<file path="src/rtl/sop_pkg.sv">
// ---------------------------------------------------------------------------
// sop_pkg
// Shared definitions for the truth-table scanner.
//   SETTLE_MAX   : largest legal settle wait per row
//   N_IN_MAX     : largest legal number of scanned inputs
//   SETTLE_CNT_W : width of the settle counter, sized to hold SETTLE_MAX
//   scan_state_t : scanner FSM states
// ---------------------------------------------------------------------------
package sop_pkg;

    localparam int SETTLE_MAX   = 15;
    localparam int N_IN_MAX     = 4;
    localparam int SETTLE_CNT_W = $clog2(SETTLE_MAX + 1);

    typedef enum logic [1:0] {
        ST_IDLE,
        ST_SETTLE,
        ST_SAMPLE,
        ST_DONE
    } scan_state_t;

endpackage

</file>
<file path="src/rtl/sop_settle_timer.sv">
// ---------------------------------------------------------------------------
// sop_settle_timer
// Counts the wait cycles spent on one truth-table row before sampling.
// Ports:
//   clk       : rising-edge clock
//   rst_n     : asynchronous active-low reset
//   i_clear   : restart the count at zero on the next edge
//   i_enable  : advance the count while not yet expired
//   o_expired : high once SETTLE cycles have elapsed since the last clear
// ---------------------------------------------------------------------------
module sop_settle_timer
    import sop_pkg::*;
#(
    parameter int SETTLE = 1
) (
    input  logic clk,
    input  logic rst_n,
    input  logic i_clear,
    input  logic i_enable,
    output logic o_expired
);

    localparam logic [SETTLE_CNT_W-1:0] LAST_COUNT = SETTLE_CNT_W'(SETTLE - 1);

    logic [SETTLE_CNT_W-1:0] r_count;

    // The counter holds at its last value once expired, so expired stays
    // asserted for the cycle in which the FSM leaves the settle state.
    always_ff @(posedge clk or negedge rst_n) begin
        if (!rst_n) begin
            r_count <= '0;
        end else if (i_clear) begin
            r_count <= '0;
        end else if (i_enable && !o_expired) begin
            r_count <= r_count + SETTLE_CNT_W'(1);
        end
    end

    // Count 0 is the first settle cycle, so SETTLE-1 marks the last one.
    assign o_expired = (r_count == LAST_COUNT);

endmodule

</file>
<file path="src/rtl/sop_table_scanner.sv">
// ---------------------------------------------------------------------------
// sop_table_scanner
// Walks every input code of a small combinational device, waits SETTLE
// cycles per code, samples the response and builds its truth table.
// Ports:
//   clk        : rising-edge clock
//   rst_n      : asynchronous active-low reset
//   i_start    : begin a full scan (ignored while busy)
//   i_resp     : response F of the device under scan
//   i_expected : expected minterm mask, bit i = F for code i
//   o_stim     : input code driven to the device, MSB = A
//   o_busy     : scan in progress
//   o_done     : scan finished, results valid
//   o_minterms : captured truth table, bit i = sampled response for code i
//   o_count    : number of true minterms
//   o_pass     : captured table matches i_expected (only while done)
// ---------------------------------------------------------------------------
module sop_table_scanner
    import sop_pkg::*;
#(
    parameter int N_IN   = 2,
    parameter int SETTLE = 1
) (
    input  logic                 clk,
    input  logic                 rst_n,
    input  logic                 i_start,
    input  logic                 i_resp,
    input  logic [2**N_IN-1:0]   i_expected,
    output logic [N_IN-1:0]      o_stim,
    output logic                 o_busy,
    output logic                 o_done,
    output logic [2**N_IN-1:0]   o_minterms,
    output logic [N_IN:0]        o_count,
    output logic                 o_pass
);

    localparam int              N_CODES   = 2**N_IN;
    localparam logic [N_IN-1:0] LAST_CODE = '1;

    scan_state_t        r_state;
    scan_state_t        w_nextState;
    logic [N_IN-1:0]    r_stim;
    logic [N_CODES-1:0] r_minterms;
    logic [N_IN:0]      r_count;
    logic               w_accept;
    logic               w_lastCode;
    logic               w_expired;
    logic               w_timerClear;
    logic               w_timerEnable;

    // A start is only honoured from the resting states; while busy it is ignored.
    assign w_accept   = ((r_state == ST_IDLE) || (r_state == ST_DONE)) && i_start;
    assign w_lastCode = (r_stim == LAST_CODE);

    sop_settle_timer #(
        .SETTLE (SETTLE)
    ) u_settle_timer (
        .clk       (clk),
        .rst_n     (rst_n),
        .i_clear   (w_timerClear),
        .i_enable  (w_timerEnable),
        .o_expired (w_expired)
    );

    // State register.
    always_ff @(posedge clk or negedge rst_n) begin
        if (!rst_n) begin
            r_state <= ST_IDLE;
        end else begin
            r_state <= w_nextState;
        end
    end

    // Next-state logic: each row is SETTLE wait cycles followed by one sample
    // cycle; the final row drops into DONE instead of advancing the code.
    always_comb begin
        w_nextState = r_state;
        case (r_state)
            ST_IDLE, ST_DONE: begin
                if (i_start) begin
                    w_nextState = ST_SETTLE;
                end
            end
            ST_SETTLE: begin
                if (w_expired) begin
                    w_nextState = ST_SAMPLE;
                end
            end
            ST_SAMPLE: begin
                w_nextState = w_lastCode ? ST_DONE : ST_SETTLE;
            end
            default: begin
                w_nextState = ST_IDLE;
            end
        endcase
    end

    // Output logic: status flags and settle-timer control decoded from state.
    // The timer restarts on every accepted start and after every sample so
    // each row sees a fresh wait.
    always_comb begin
        o_busy        = 1'b0;
        o_done        = 1'b0;
        w_timerEnable = 1'b0;
        w_timerClear  = w_accept;
        case (r_state)
            ST_SETTLE: begin
                o_busy        = 1'b1;
                w_timerEnable = 1'b1;
            end
            ST_SAMPLE: begin
                o_busy       = 1'b1;
                w_timerClear = 1'b1;
            end
            ST_DONE: begin
                o_done = 1'b1;
            end
            default: begin
                o_busy = 1'b0;
            end
        endcase
        o_pass = o_done && (r_minterms == i_expected);
    end

    // Scan datapath: clear everything on an accepted start, capture the
    // response only in the sample cycle, and hold the last code at the end.
    always_ff @(posedge clk or negedge rst_n) begin
        if (!rst_n) begin
            r_stim     <= '0;
            r_minterms <= '0;
            r_count    <= '0;
        end else if (w_accept) begin
            r_stim     <= '0;
            r_minterms <= '0;
            r_count    <= '0;
        end else if (r_state == ST_SAMPLE) begin
            r_minterms[r_stim] <= i_resp;
            r_count            <= r_count + (N_IN + 1)'(i_resp);
            if (!w_lastCode) begin
                r_stim <= r_stim + N_IN'(1);
            end
        end
    end

    assign o_stim     = r_stim;
    assign o_minterms = r_minterms;
    assign o_count    = r_count;

endmodule

</file>
<file path="config.mk">
export PLATFORM = sky130hd
export DESIGN_NAME = sop_table_scanner
export DESIGN_NICKNAME = d
export VERILOG_FILES = /design/src/rtl/sop_pkg.sv /design/src/rtl/sop_settle_timer.sv /design/src/rtl/sop_table_scanner.sv
export SDC_FILE = /design/constraint.sdc
export NUM_CORES = 1
export LEC_CHECK = 0
export CAP_MARGIN = 10
export CORE_MARGIN = 2
export CORE_UTILIZATION = 53
export DETAILED_ROUTE_END_ITERATION = 6
export PLACE_DENSITY = 0.81
export SLEW_MARGIN = 20
export SYNTH_ARGS = -nofsm -noshare
export SYNTH_HDL_FRONTEND = slang
export SYNTH_HIERARCHICAL = 1
export SYNTH_SLANG_ARGS = --single-unit
export TNS_END_PERCENT = 100
</file>
<file path="constraint.sdc">
create_clock -name clk -period 2.65 [get_ports clk]
set_input_delay 0.265 -clock clk [delete_from_list [all_inputs] [get_ports clk]]
set_output_delay 0.265 -clock clk [all_outputs]
set_load 0.1 [all_outputs]
</file>
==> metrics.yaml, run 1 <==
outcome:
  status: "complete, no violations"
clock_tree:
  clockBufferDepth: 2
  cts.clk_slew.worst_paths_ps: 100
  cts_made_buffers: 3
  ctsResizeCount: 0
  cts_hold_buf: 0
  worstSkewPairLatency_ps: 280
  htree_levels: 1
  cts_tree: "yes"
  root_buffer: "clkbuf_4"
  cts.sinks: 15
  post_cts_buffers: 0
die:
  initial_core_util_pct: 55.5
  io_pins: 20
  die_w_um: 46.1
  core.rowCount: 15
  core_mm2: 0.00169
  die_h_um: 46.1
  die_area_mm2: 0.00212
sta:
  rsz0062_at_grt: "no"
  fin_crit_sh_pct: 69.0
  tightest_slew_ps: 695
  relSlewSlack_pct: 53.5
  max_freq_mhz: 547
  final.min_clock_period_ps: 1830
  fin_hold_ws_ps: 394
  tns_ps: 0
  final-hold-violation-count: 0
  skew_ps: 3.72
  finalMaxSlewViolations: 0
  setup_viol: 0
worst_setup_path:
  cp.required_ps: 2380
  rrSetupSlack_ps: 980
  worstSetupEndpointType: "primary output"
  cp.arrival_ps: 1560
  crit_chain: "ha_2 -> nand2_1 -> nor4_4 -> buf_4"
  max_stage_delay_ps: 440
  worstPathMaxFanout: 5
  cp_slowest_cell: "dfrtp_1"
  crit_type: "reg2out"
  rr_worst_depth: 5
  startpoint_type: "flop"
pwr:
  p_leak_nw: 0.568
  powerDensity_mw_per_mm2: 1140
  total_power_mw: 1.30
  peakVddDrop_mv: 0.648
synth:
  synth_top_area_cell: "dfrtp_1"
  synth-edff-count: 0
  muxShareOfSynthArea_pct: 6.94
  synth_top_area_share_pct: 40.1
  synthFlopType: "dfrtp_1"
  synth.area.top_cells: "dfrtp_1 40%, ha_1 16%, mux2i_1 5.3%, xor2_1 4.7%, nand2_1 4.4%"
  synth_top_family_by_area: "simple AND/OR/NAND/NOR gates"
  netlist-cell-type-count: 26
  synth-xor-area-share_pct: 5.61
  syn_area_per_cell_um2: 9.86
  yosys_warnings: 6
  async_flop_share_pct: 100
  synthCells: 95
  yosysSeqAreaShare_pct: 40.1
  yosys.area_share.simple_pct: 20.0
  synth_area_um2: 937
  synth_compound_area_share_pct: 5.74
  synth_fa_ha_area_share_pct: 16.0
  synth-seq-cells: 15
  syn_nets: 115
finish:
  area_growth_pct: 21.8
  nNetsFinal: 137
  post-route-util_pct: 67.6
  drive_gt1_share_pct: 21.6
  final_common_cell: "dfrtp_1"
  mostFrequentLayoutCells: "15 x dfrtp_1, 12 x buf_4, 11 x nand2_1, 11 x ha_1, 8 x inv_1"
  antennaDiodeCount: 0
global_route:
  grt_pass1_vias: 681
  grt_pass1_wl_um: 2770
  grt-ovfl-total: 0
  antenna_found_initial: 0
  grt_max_degree: 16
  track_usage_pct: 18.7
placed_design:
  globalplace.congestion: 0.744
  dp_hpwl_um: 1320
  port_buffers: 19
job:
  maxCapViolations: 0
detailed_routing:
  vias_per_cell: 5.28
  routed-via-count: 702
  final_antenna_net_count: 0
  drc: 0
  first_pass_iters: 4
  drtIter0Drc: 8
  post_drt_wl_per_cell_um: 12.8
  totalWireLength_um: 1710
min_path:
  hold_class: "in2async"
==> state kept, by name (all words and copies together), names as in the netlist <==
| signal | count |
|---|---|
| o_count | 3 |
| o_minterms | 4 |
| o_stim | 2 |
| r_state | 2 |
| u_settle_timer/r_count | 4 |
==> stage by stage <==
stage / std cells / setup WS [ps] / area, µm²
2_1_floorplan: 95 / 79.5 / 955
3_3_place_gp: 129 / 917 / 1110
3_5_place_dp: 129 / 875 / 1110
4_1_cts: 133 / 804 / 1140
5_1_grt: 133 / 749 / 1140
6_report: 133 / 820 / 1140
==> worst max-delay path, delay by kind of cell, from the launching register on <==
kind                       cells  cell delay (ps)
DFF                            1              440
buffers and inverters          1              330
and+or+nand+nor                2              300
adders and majority gates      1              210
==> power by group <==
group | internal [mW] | leakage (nW) | switching, mW | total, mW
clock network | 0.0560 | 0.0177 | 0.0762 | 0.132
logic | 0.215 | 0.346 | 0.620 | 0.835
registers | 0.279 | 0.204 | 0.0550 | 0.334
==> synth_stat cells (2+ instances only) <==
| cell type | count |
|---|---|
| a21oi_1 | 6 |
| buf_6 | 2 |
| dfrtp_1 | 15 |
| ha_1 | 12 |
| inv_1 | 8 |
| mux2i_1 | 5 |
| nand2_1 | 11 |
| nand2_2 | 2 |
| nand2b_1 | 4 |
| nand3_1 | 3 |
| nor2_1 | 7 |
| o21ai_0 | 2 |
| xor2_1 | 5 |
==> final cells by class <==
| class | count | area (µm²) |
|---|---|---|
| Tap cell | 17 | 21.3 |
| Clock inverter | 1 | 5.00 |
| Clock buffer | 3 | 22.5 |
| Timing Repair Buffer | 19 | 160 |
| Inverter | 8 | 30.0 |
| Fill cell | 134 | 548 |
| Multi-Input combinational cell | 70 | 527 |
| Sequential cell | 15 | 375 |
==> logic make-up (layout without fill, tap and decap cells) <==
group / count (synthesis) / in the layout
flops: 15 / 15
compound gates: 10 / 10
mux: 6 / 6
xor+xnor: 6 / 6
simple gates: 36 / 36
fa+ha+maj: 12 / 12
buf+inv: 10 / 31
==> routing by layer <==
layer	up-vias	GRT usage (%)	share of wire (%)
met5	-	0	0
met2	19	33.1	51
met3	0	4.71	5.2
met1	333	22.4	44
li1	350	-	-
met4	0	5.14	0
==> path summary, 6_finish.rpt <==
check / start / to
setup / recovery: r_state[0] / o_pass
hold / removal: rst_n / o_count[1]
setup reg to reg: r_state[0] / u_settle_timer/r_count[0]
hold reg to reg: o_count[2] / o_count[2]
max in group asynchronous: rst_n / o_minterms[3]
min in group clk: o_count[2] / o_count[2]
(Power assumes the default switching activity.)
==> inputs of run 2 (changes only) <==
CORE_UTILIZATION = 44   (was 53)
PLACE_DENSITY = 0.71   (was 0.81)
clock period = 1.6 ns   (was 2.65 ns; I/O delays follow)
==> run 2 against run 1 <==
Net effect: the flow now finishes with violations (setup timing); via count rose by 3.4%; register-to-register slack got worse by 920 ps; clock skew fell by 2.8 ps; combinational power rose by 120%; first-iteration DRC count fell by 13%; sequential share of layout area fell by 5.1 points; clock-buffer cell count did not move; clock power rose by 67%; non-clock buffer count rose by 6; sequential cell count did not move; highest routed layer is now met4.
==> metrics.yaml, run 2 (synthesized netlist as in run 1, its figures left out) <==
sta:
  rsz0062_at_grt: "yes"
  tns_ps: -56.9
  final-hold-violation-count: 0
  relSlewSlack_pct: 81.1
  fin_crit_sh_pct: 104
  setup_viol: 1
  finalWorstSetupSlack_ps: -56.9
  final.min_clock_period_ps: 1660
  finalMaxSlewViolations: 0
  tightest_slew_ps: 282
  skew_ps: 0.974
  max_freq_mhz: 604
clock_tree:
  clockBufferDepth: 2
  cts_made_buffers: 3
  cts.sinks: 15
  cts_tree: "yes"
  ctsResizeCount: 0
  htree_levels: 1
  worstSkewPairLatency_ps: 280
  root_buffer: "clkbuf_4"
  cts.clk_slew.worst_paths_ps: 90
worst_setup_path:
  startpoint_type: "flop"
  cp.arrival_ps: 1500
  worstSetupEndpointType: "primary output"
  rr_worst_depth: 5
  worstPathMaxFanout: 3
  rr_endpoint: "u_settle_timer/r_count[0]"
  cp.required_ps: 1440
  max_stage_delay_ps: 510
  path_buf_inv: 1
  cp_top_family: "flip-flops"
  rrSetupSlack_ps: 60
  startpoint: "o_minterms[3]"
  cp_slowest_cell: "dfrtp_4"
  crit_type: "reg2out"
  crit_chain: "xor2_2 -> nor4_4 -> buf_12"
  r2r-start: "r_state[1]"
detailed_routing:
  drtIter0Drc: 7
  vias_per_cell: 4.87
  first_pass_iters: 2
  totalWireLength_um: 1860
  post_drt_wl_per_cell_um: 12.5
  drc: 0
  routed-via-count: 726
  final_antenna_net_count: 0
die:
  die_h_um: 50.2
  initial_core_util_pct: 47.3
  die_w_um: 50.2
  die_area_mm2: 0.00252
  core.rowCount: 16
  io_pins: 20
  core_mm2: 0.00198
placed_design:
  globalplace.congestion: 0.804
  place_ws_ps: 66.5
  port_buffers: 19
  dp_hpwl_um: 1490
finish:
  final_common_cell: "buf_12"
  nNetsFinal: 143
  antennaDiodeCount: 0
  mostFrequentLayoutCells: "12 x buf_12, 10 x nand2_1, 10 x ha_1, 8 x dfrtp_1"
  drive_gt1_share_pct: 35.2
  area_growth_pct: 50.3
job:
  maxCapViolations: 0
pwr:
  peakVddDrop_mv: 1.37
  p_seq_share_pct: 22.8
  switchingPower_mw: 1.36
  clockPowerShare_pct: 8.4
  p_sw_share_pct: 51.9
  total_power_mw: 2.62
  powerDensity_mw_per_mm2: 1860
  p_leak_nw: 0.625
  p_int_mw: 1.26
  power_frac_comb_pct: 68.8
global_route:
  grt-ovfl-total: 0
  grt_max_degree: 16
  antenna_found_initial: 0
  grt_pass1_wl_um: 3180
  track_usage_pct: 16.8
  grt_pass1_vias: 746
outcome:
  status: "finished with violations"
  violations: "setup timing"
min_path:
  hold_class: "in2async"
==> run 2: cell types whose count changed in the layout (fill, tap and decap cells not counted), moves of 2 or more <==
| cell | before | now |
|---|---|---|
| dfrtp_4 | 0 | 3 |
| dfrtp_2 | 0 | 4 |
| buf_4 | 12 | 6 |
| ha_4 | 0 | 2 |
| dfrtp_1 | 15 | 8 |
| buf_12 | 0 | 12 |
==> run 2: cell type report <==
cell class | instances | area (µm²)
Inverter | 8 | 33.8
Clock inverter | 1 | 5.00
Sequential cell | 15 | 392
Timing Repair Buffer | 25 | 355
Fill cell | 140 | 573
Clock buffer | 3 | 22.5
Tap cell | 27 | 33.8
Multi-Input combinational cell | 70 | 567
==> run 2: worst max path at each step <==
stage / to / slack (ps) / cells past startpoint
2_1_floorplan: o_pass / -500 / 2
3_3_place_gp: o_pass / 100 / 5
3_5_place_dp: u_settle_timer/r_count[0] / 70 / 5
4_1_cts: o_pass / -90 / 3
5_1_grt: o_pass / -110 / 3
6_report: o_pass / -60 / 3
==> run 2: metrics by stage <==
step / hold slack (ps) / instance area (µm²) / cells / util (%)
floorplan: -136 / 1010 / 95 / -
global placement: 494 / 1370 / 143 / 68.9
detailed placement: 499 / 1370 / 143 / 68.9
CTS: 190 / 1390 / 147 / 70.3
global route: 198 / 1410 / 149 / 71.1
finish: 190 / 1410 / 149 / 71.1
==> run 2: power groups by stage <==
| stage | Sequential, mW | Combinational, mW | Clock [mW] |
|---|---|---|---|
| 6_report | 0.598 | 1.80 | 0.220 |
| 5_1_grt | 0.612 | 1.90 | 0.245 |
| 4_1_cts | 0.603 | 1.80 | 0.230 |
| 3_5_place_dp | 0.612 | 1.79 | 0 |
| 3_3_place_gp | 0.603 | 1.77 | 0 |
| 2_1_floorplan | 1.01 | 0.814 | 0 |
==> run 2: worst reg2reg max path, stage by stage, from the launching register on <==
cell and delay, ps:
dfrtp_1 460, ha_4 320, and2_4 140, or2_1 190, nor2_1 60, mux2_4 260
==> run 2: repair_timing <==
action	4_1_cts	5_1_grt
setup endpoints to repair	1	1
pin swaps	0	1
buffers inserted	0	2
hold buffers	0	0
==> run 2: routing by layer <==
metal	global-route usage, %	wire [µm]	vias to the layer above
met5	0	0	-
met2	30.0	1010	13
met3	3.87	87	2
met4	7.41	11	0
met1	18.8	747	350
li1	-	-	361
==> inputs of run 3 (changes only) <==
ABC_CLOCK_PERIOD_IN_PS = 1600   (was default)
REMOVE_ABC_BUFFERS = 1   (was default)
==> run 3 against run 2 <==
Net effect: the run still ends with setup timing left; global-route usage increased by 0.73 points; via count up 1.2%; sequential power down 3.7%; critical endpoint unchanged; cell count up 1.3%.
==> metrics.yaml, run 3 (synthesized netlist as in run 1, its figures left out) <==
outcome:
  status: "finished with violations"
  violations: "setup timing"
finish:
  antennaDiodeCount: 0
  nFillCells: 130
  nNetsFinal: 145
  mostFrequentLayoutCells: "14 x dfrtp_1, 12 x buf_12, 10 x nand2_1, 10 x ha_1, 8 x inv_1"
  area_growth_pct: 50.2
  layout.cells.non_filler: 151
  final_common_cell: "dfrtp_1"
  fin_area_mm2: 0.00141
  drive_gt1_share_pct: 29.8
sta:
  tns_ps: -62.6
  fin_crit_sh_pct: 104
  finalWorstSetupSlack_ps: -62.6
  max_freq_mhz: 601
  finalMaxSlewViolations: 0
  final-hold-violation-count: 0
  rsz0062_at_grt: "yes"
  skew_ps: 0.496
  relSlewSlack_pct: 75.9
  fin_hold_ws_ps: 140
  tightest_slew_ps: 360
  final.min_clock_period_ps: 1660
  setup_viol: 1
global_route:
  track_usage_pct: 17.5
  grt_max_degree: 12
  grt-ovfl-total: 0
  antenna_found_initial: 0
  grt_pass1_wl_um: 3280
  grt_pass1_vias: 729
placed_design:
  dp_hpwl_um: 1450
  globalplace.congestion: 0.760
  dpl.cell_count: 144
  port_buffers: 19
  placed_area_mm2: 0.00130
job:
  maxCapViolations: 0
detailed_routing:
  final_antenna_net_count: 0
  routed-via-count: 735
  post_drt_wl_per_cell_um: 12.6
  drtIter0Drc: 7
  vias_per_cell: 4.87
  drc: 0
  first_pass_iters: 4
  totalWireLength_um: 1900
die:
  initial_core_util_pct: 47.3
  core_mm2: 0.00198
  io_pins: 20
  die_area_mm2: 0.00252
  die_h_um: 50.2
  die_w_um: 50.2
  core.rowCount: 16
clock_tree:
  cts_hold_buf: 0
  clockBufferDepth: 2
  htree_levels: 1
  cts.clk_slew.worst_paths_ps: 90
  cts_made_buffers: 3
  cts_tree: "yes"
  cts.sinks: 15
  worstSkewPairLatency_ps: 290
  root_buffer: "clkbuf_4"
worst_setup_path:
  cp.required_ps: 1440
  startpoint_type: "flop"
  cp.arrival_ps: 1500
  worstSetupEndpointType: "primary output"
  crit_chain: "xor2_2 -> nor4_4 -> buf_4 -> buf_12"
  rrSetupSlack_ps: 90
  worstPathMaxFanout: 3
  cp_top_family: "flip-flops"
  cp_slowest_cell: "dfrtp_2"
  crit_type: "reg2out"
  max_stage_delay_ps: 450
  path_buf_inv: 2
pwr:
  clockPowerShare_pct: 8.4
  power_frac_comb_pct: 69.4
  powerDensity_mw_per_mm2: 1850
  p_leak_nw: 0.649
  switchingPower_mw: 1.35
  p_int_mw: 1.26
  p_seq_share_pct: 22.1
  p_sw_share_pct: 51.8
  peakVddDrop_mv: 1.47
min_path:
  hold_class: "in2async"
==> run 3: through the flow <==
stage	power, mW	util (%)	setup slack [ps]
floorplan	1.65	-	-2710
global placement	2.24	65.4	113
detailed placement	2.28	65.4	-5.20
CTS	2.59	69.5	-121
global route	2.76	71.0	-126
finish	2.60	71.0	-62.6
==> run 3: power groups by stage <==
stage	Clock, mW	Sequential [mW]	Combinational, mW
floorplan	0	0.970	0.682
global placement	0	0.574	1.67
detailed placement	0	0.578	1.70
CTS	0.228	0.575	1.78
global route	0.243	0.591	1.93
finish	0.220	0.576	1.81
==> run 3: final cells by class <==
class	instances	area (µm²)	area share, %
inverter	8	30.0	2.13
timing repair buffer	27	374	26.6
sequential	15	377	26.8
clock buffer	4	26.3	1.87
multi-input combinational	70	567	40.3
tap	27	33.8	2.40
==> run 3: final timing paths <==
kind | to | depth (start not counted) | from
worst max-delay path | o_pass | 4 | o_minterms[3]
worst min-delay path | o_count[2] | 1 | rst_n
worst max register to register | u_settle_timer/r_count[0] | 5 | r_state[1]
worst min register to register | u_settle_timer/r_count[3] | 2 | u_settle_timer/r_count[3]
max in group asynchronous | o_minterms[3] | 2 | rst_n
min in group clk | u_settle_timer/r_count[3] | 2 | u_settle_timer/r_count[3]
==> run 3: per-layer routing <==
layer / wire length [µm] / global-route usage (%)
met1: 868 / 21.9
met2: 890 / 29.2
met3: 80 / 1.49
met4: 57 / 11.1
met5: 0 / 0
==> run 3: timing repair <==
action / 4_1_cts / 5_1_grt
setup buffers: 3 / 0
gates cloned: 0 / 0
pin swaps: 1 / 3
resized for setup: 6 / 4
endpoints found under the setup margin: 1 / 3
